===== src/rtl/sdram_rw_arbiter.sv =====
// Two-client SDRAM read/write port arbiter: IDLE -> BUSY -> RELEASE, start pulse in first BUSY cycle.
// Define SDRAM_ARB_RR_EN for round-robin between simultaneous requests; default is fixed priority (client 0).
module sdram_rw_arbiter #(
    parameter int DATA_W = 128,
    parameter int ADDR_W = 32,
    parameter int CNT_W  = 16
) (
    input  logic              clk,
    input  logic              rst_n,

    input  logic              c0_req,
    input  logic              c0_wr,
    input  logic [ADDR_W-1:0] c0_addr,
    input  logic [CNT_W-1:0]  c0_cnt,
    output logic              c0_gnt,
    output logic              c0_done,
    output logic              c0_read_valid,
    output logic [DATA_W-1:0] c0_read_data,
    output logic              c0_write_nxt,
    input  logic [DATA_W-1:0] c0_write_data,

    input  logic              c1_req,
    input  logic              c1_wr,
    input  logic [ADDR_W-1:0] c1_addr,
    input  logic [CNT_W-1:0]  c1_cnt,
    output logic              c1_gnt,
    output logic              c1_done,
    output logic              c1_read_valid,
    output logic [DATA_W-1:0] c1_read_data,
    output logic              c1_write_nxt,
    input  logic [DATA_W-1:0] c1_write_data,

    output logic [ADDR_W-1:0] rw_addr,
    output logic [CNT_W-1:0]  rw_cnt,
    output logic              read_start,
    output logic              write_start,
    input  logic              rw_done,
    input  logic              read_valid,
    input  logic [DATA_W-1:0] read_data,
    input  logic              write_nxt,
    output logic [DATA_W-1:0] write_data
);

    typedef enum logic [1:0] {IDLE, BUSY, RELEASE} state_t;

    state_t              state_q, state_d;
    logic                owner_q, owner_d;
    logic                zero_q, zero_d;
    logic                rd_start_q, rd_start_d;
    logic                wr_start_q, wr_start_d;
    logic [ADDR_W-1:0]   rw_addr_q, rw_addr_d;
    logic [CNT_W-1:0]    rw_cnt_q, rw_cnt_d;
    logic                win;
    logic                sel_wr;
    logic [CNT_W-1:0]    sel_cnt;
    logic                busy;
    logic                done_w;

`ifdef SDRAM_ARB_RR_EN
    logic                ptr_q, ptr_d;

    // Pointer holds the last winner; on a tie the other client goes next.
    always_comb begin
        win   = (c0_req && c1_req) ? ~ptr_q : c1_req;
        ptr_d = ptr_q;
        if (state_q == IDLE && (c0_req || c1_req)) begin
            ptr_d = win;
        end
    end

    always_ff @(posedge clk or negedge rst_n) begin
        if (!rst_n) begin
            ptr_q <= 1'b1;
        end else begin
            ptr_q <= ptr_d;
        end
    end
`else
    always_comb begin
        win = ~c0_req;
    end
`endif

    assign sel_wr  = win ? c1_wr  : c0_wr;
    assign sel_cnt = win ? c1_cnt : c0_cnt;

    always_comb begin
        state_d    = state_q;
        owner_d    = owner_q;
        zero_d     = zero_q;
        rw_addr_d  = rw_addr_q;
        rw_cnt_d   = rw_cnt_q;
        rd_start_d = 1'b0;
        wr_start_d = 1'b0;
        case (state_q)
            IDLE: begin
                if (c0_req || c1_req) begin
                    owner_d    = win;
                    rw_addr_d  = win ? c1_addr : c0_addr;
                    rw_cnt_d   = sel_cnt;
                    zero_d     = (sel_cnt == '0);
                    rd_start_d = (sel_cnt != '0) && !sel_wr;
                    wr_start_d = (sel_cnt != '0) && sel_wr;
                    state_d    = BUSY;
                end
            end
            BUSY: begin
                // Zero-count transfers complete on their own without the wrapper.
                if (zero_q || rw_done) begin
                    state_d = RELEASE;
                end
            end
            RELEASE: state_d = IDLE;
            default: state_d = IDLE;
        endcase
    end

    always_ff @(posedge clk or negedge rst_n) begin
        if (!rst_n) begin
            state_q    <= IDLE;
            owner_q    <= 1'b0;
            zero_q     <= 1'b0;
            rd_start_q <= 1'b0;
            wr_start_q <= 1'b0;
            rw_addr_q  <= '0;
            rw_cnt_q   <= '0;
        end else begin
            state_q    <= state_d;
            owner_q    <= owner_d;
            zero_q     <= zero_d;
            rd_start_q <= rd_start_d;
            wr_start_q <= wr_start_d;
            rw_addr_q  <= rw_addr_d;
            rw_cnt_q   <= rw_cnt_d;
        end
    end

    assign busy   = (state_q == BUSY);
    assign done_w = busy && (zero_q || rw_done);

    assign c0_gnt        = busy && !owner_q;
    assign c1_gnt        = busy &&  owner_q;
    assign c0_done       = done_w && !owner_q;
    assign c1_done       = done_w &&  owner_q;
    assign c0_read_valid = c0_gnt && read_valid;
    assign c1_read_valid = c1_gnt && read_valid;
    assign c0_write_nxt  = c0_gnt && write_nxt;
    assign c1_write_nxt  = c1_gnt && write_nxt;
    assign c0_read_data  = read_data;
    assign c1_read_data  = read_data;
    assign write_data    = owner_q ? c1_write_data : c0_write_data;

    assign rw_addr     = rw_addr_q;
    assign rw_cnt      = rw_cnt_q;
    assign read_start  = rd_start_q;
    assign write_start = wr_start_q;

endmodule


===== config.mk =====
export PLATFORM = sky130hd
export DESIGN_NAME = sdram_rw_arbiter
export DESIGN_NICKNAME = d
export VERILOG_FILES = /design/src/rtl/sdram_rw_arbiter.sv
export SDC_FILE = /design/constraint.sdc
export NUM_CORES = 1
export LEC_CHECK = 0
export CAP_MARGIN = 10
export CORE_AREA = 10 10 359 361
export DETAILED_ROUTE_END_ITERATION = 8
export DIE_AREA = 0 0 369 371
export HOLD_SLACK_MARGIN = 0.05
export PLACE_DENSITY_LB_ADDON = 0.05
export SLEW_MARGIN = 20
export SYNTH_ARGS = -nofsm -noshare
export SYNTH_HDL_FRONTEND = slang
export SYNTH_SLANG_ARGS = --single-unit

===== constraint.sdc =====
create_clock -name clk -period 2.4 [get_ports clk]
set_clock_uncertainty 0.2 [all_clocks]
set_input_delay 0.36 -clock clk [delete_from_list [all_inputs] [get_ports clk]]
set_output_delay 0.36 -clock clk [all_outputs]
set_load 0.1 [all_outputs]

==> impl_metrics.json, run 1 <==
{
  "synth_seq_area_share": 0.226,
  "dpl.hpwl_mm": 50.1,
  "synth_top_area_frac": 0.322,
  "endpoint_kind": "primary output",
  "design_area_um2": 13300,
  "ant_nets": 0,
  "ys_seq_elements": 54,
  "drt_iter0_drc": 103,
  "synthesis.area_um2": 5970,
  "clk_pin_slew_ns": 0.10,
  "status": "finished, violations left",
  "numCtsBuffers": 5,
  "grt_usage": 0.0768,
  "slew_headroom": 0.566,
  "finalHoldViolations": 0,
  "power_leakage_nw": 4.99,
  "power.total_mw": 19.1,
  "r2r_end": "rw_addr[17]$_DFFE_PN0P_",
  "fin_ws_ns": -0.00153,
  "wl_per_cell_um": 21.7,
  "syn_to_final_growth_pct": 123,
  "synth.most_common_cell": "buf_4",
  "dieArea_um2": 137000,
  "r2r_cells": 6,
  "grt_pass1_vias": 6232,
  "die-width_um": 369,
  "max_freq_ghz": 0.416,
  "syn-instance-count": 651,
  "worstPathRequired_ns": 1.84,
  "layout-drive-gt1-share": 0.382,
  "path_max_fanout": 30,
  "cts-root-buf": "clkbuf_16",
  "post-route-drc-count": 0,
  "core_area_um2": 121000,
  "insertion_delay_ns": 0.34,
  "die_height_um": 371,
  "routed_via_density": 2.17,
  "nFillCells": 14000,
  "rsz0062_at_grt": "yes",
  "nets": 1436,
  "htreeDepth": 2,
  "fin_tns_setup_ns": -0.00153,
  "violations": "negative setup slack",
  "rows": 128,
  "grt_pass1_wl_mm": 69.5,
  "synth_nets": 1140,
  "r2r_start": "state_q[1]$_DFFE_PN0P_",
  "arrival_ns": 1.84,
  "ir_worst_vdd_mv": 0.402,
  "clkSinkCount": 54,
  "placed_area_um2": 13000,
  "finalWeightedCongestion": 0.684,
  "grt_max_degree": 40,
  "setup_viol": 1,
  "start_kind": "register",
  "cts_tree": "yes",
  "period_share": 1.00,
  "wirelength_mm": 55.9,
  "synthArstFlopShare": 1.00,
  "vias": 5590,
  "initial_core_util": 0.0492,
  "worst_pin_slew_ns": 0.633,
  "dr.pass1.iters": 4,
  "antenna_found_initial": 21,
  "min_period_ns": 2.40,
  "yosysWarnings": 0,
  "port_buffers": 546,
  "io_pins": 931,
  "syn_area_per_cell_um2": 9.18,
  "r2r_slack_ns": 0.82,
  "max-cap-violations": 0,
  "yosysTopAreaCell": "buf_4",
  "clockBufferDepth": 2,
  "maxSlewViolCount": 0,
  "synth.area.top_cells": "buf_4 32%, mux2_2 24%, dfrtp_1 23%, mux2i_1 8.2%, o21ai_0 4.0%",
  "dp_slack_ns": -0.0106,
  "grt-ovfl-total": 0,
  "yosysUniqueCellTypes": 26,
  "hold_ws_ns": 0.231,
  "synth_edf_count": 0,
  "power_density_nw_per_um2": 1440,
  "synth_common_cells": "256 x buf_4, 128 x mux2_2, 54 x dfrtp_1, 51 x nand2_1, 49 x mux2i_1",
  "synthFlopType": "dfrtp_1",
  "crit_type": "register to primary output",
  "hold_path.class": "primary input to async pin"
}
==> metrics by stage <==
stage                util  cells
floorplan               -    651
global placement    0.107   2558
detailed placement  0.107   2558
CTS                 0.109   2572
global route        0.109   2573
finish              0.110   2577
==> worst max-delay path, cell delays in order, from the launching register on <==
cell	delay [ns]
dfrtp_4	0.42
buf_12	0.17
buf_16	0.23
mux2_2	0.43
buf_12	0.18
==> state kept, by name, indices dropped and copies added (netlist names) <==
register / flops
write_start: 1
read_start: 1
state_q: 2
rw_cnt: 16
rw_addr: 32
zero_q: 1
owner_q: 1
==> per-layer routing <==
metal | vias up | part of all wire | GRT usage
met5 | - | 0.0023 | 0
met4 | 20 | 0.019 | 0.0171
met3 | 102 | 0.13 | 0.0474
met2 | 399 | 0.45 | 0.122
met1 | 2531 | 0.39 | 0.0866
li1 | 2538 | - | -
==> how the worst max path moves through the flow <==
stage | from | end | cells past startpoint
2_1_floorplan | owner_q$_DFFE_PN0P_ | c1_done | 4
3_3_place_gp | c0_cnt[4] | write_start$_DFF_PN0_ | 7
3_5_place_dp | c0_cnt[15] | write_start$_DFF_PN0_ | 7
4_1_cts | owner_q$_DFFE_PN0P_ | write_data[46] | 4
5_1_grt | owner_q$_DFFE_PN0P_ | write_data[6] | 5
6_report | owner_q$_DFFE_PN0P_ | write_data[35] | 4
==> area by class of cell <==
class	count	area, um^2	share of cell area
multi-input combinational	310	2670	0.201
clock buffer	5	125	0.00941
antenna	4	10.0	0.000752
tap	1625	2030	0.153
clock inverter	3	28.8	0.00216
sequential	54	1360	0.102
timing repair buffer	576	7080	0.532
==> power by group <==
group	switching, mW	internal [mW]
clock	0.502	0.406
sequential	0.250	1.34
combinational	11.4	5.26
==> timing repair <==
item,4_1_cts,5_1_grt
pin swaps,1,0
resized for setup,7,12
setup endpoints to repair,123,108
setup buffers,5,1
hold endpoints to repair,31,0
hold buffers,1,0
==> kinds of logic (layout without fill, tap and decap cells) <==
family	count (synthesis)	in the layout	share of synthesized area
flops	54	54	0.226
buf+inv	287	584	0.344
simple gates	78	78	0.0578
compound gates	54	54	0.0469
mux	178	178	0.325
other cells	0	4	0
==> cells in the final DEF, fill, tap and decap left out, types with 2 or more instances in the layout <==
cell type        instances
a21oi_1                  2
nor2_1                   6
mux2i_1                 49
nand4_1                  2
buf_12                 145
diode_2                  4
nor4_1                   3
buf_16                   2
dfrtp_1                 53
clkbuf_16                5
o21ai_0                 48
buf_4                   70
and2_2                   3
mux2_4                  17
nor3_1                   3
mux2_2                 111
and3_1                   2
clkdlybuf4s50_1        358
nand2_1                 51
No activity file was read; power rests on OpenSTA's default activity.
==> inputs of run 2 (changes only) <==
CAP_MARGIN = 15   (was 10)
==> results of run 2 <==
Final layout, timing and power as in run 1 (identical DEF).
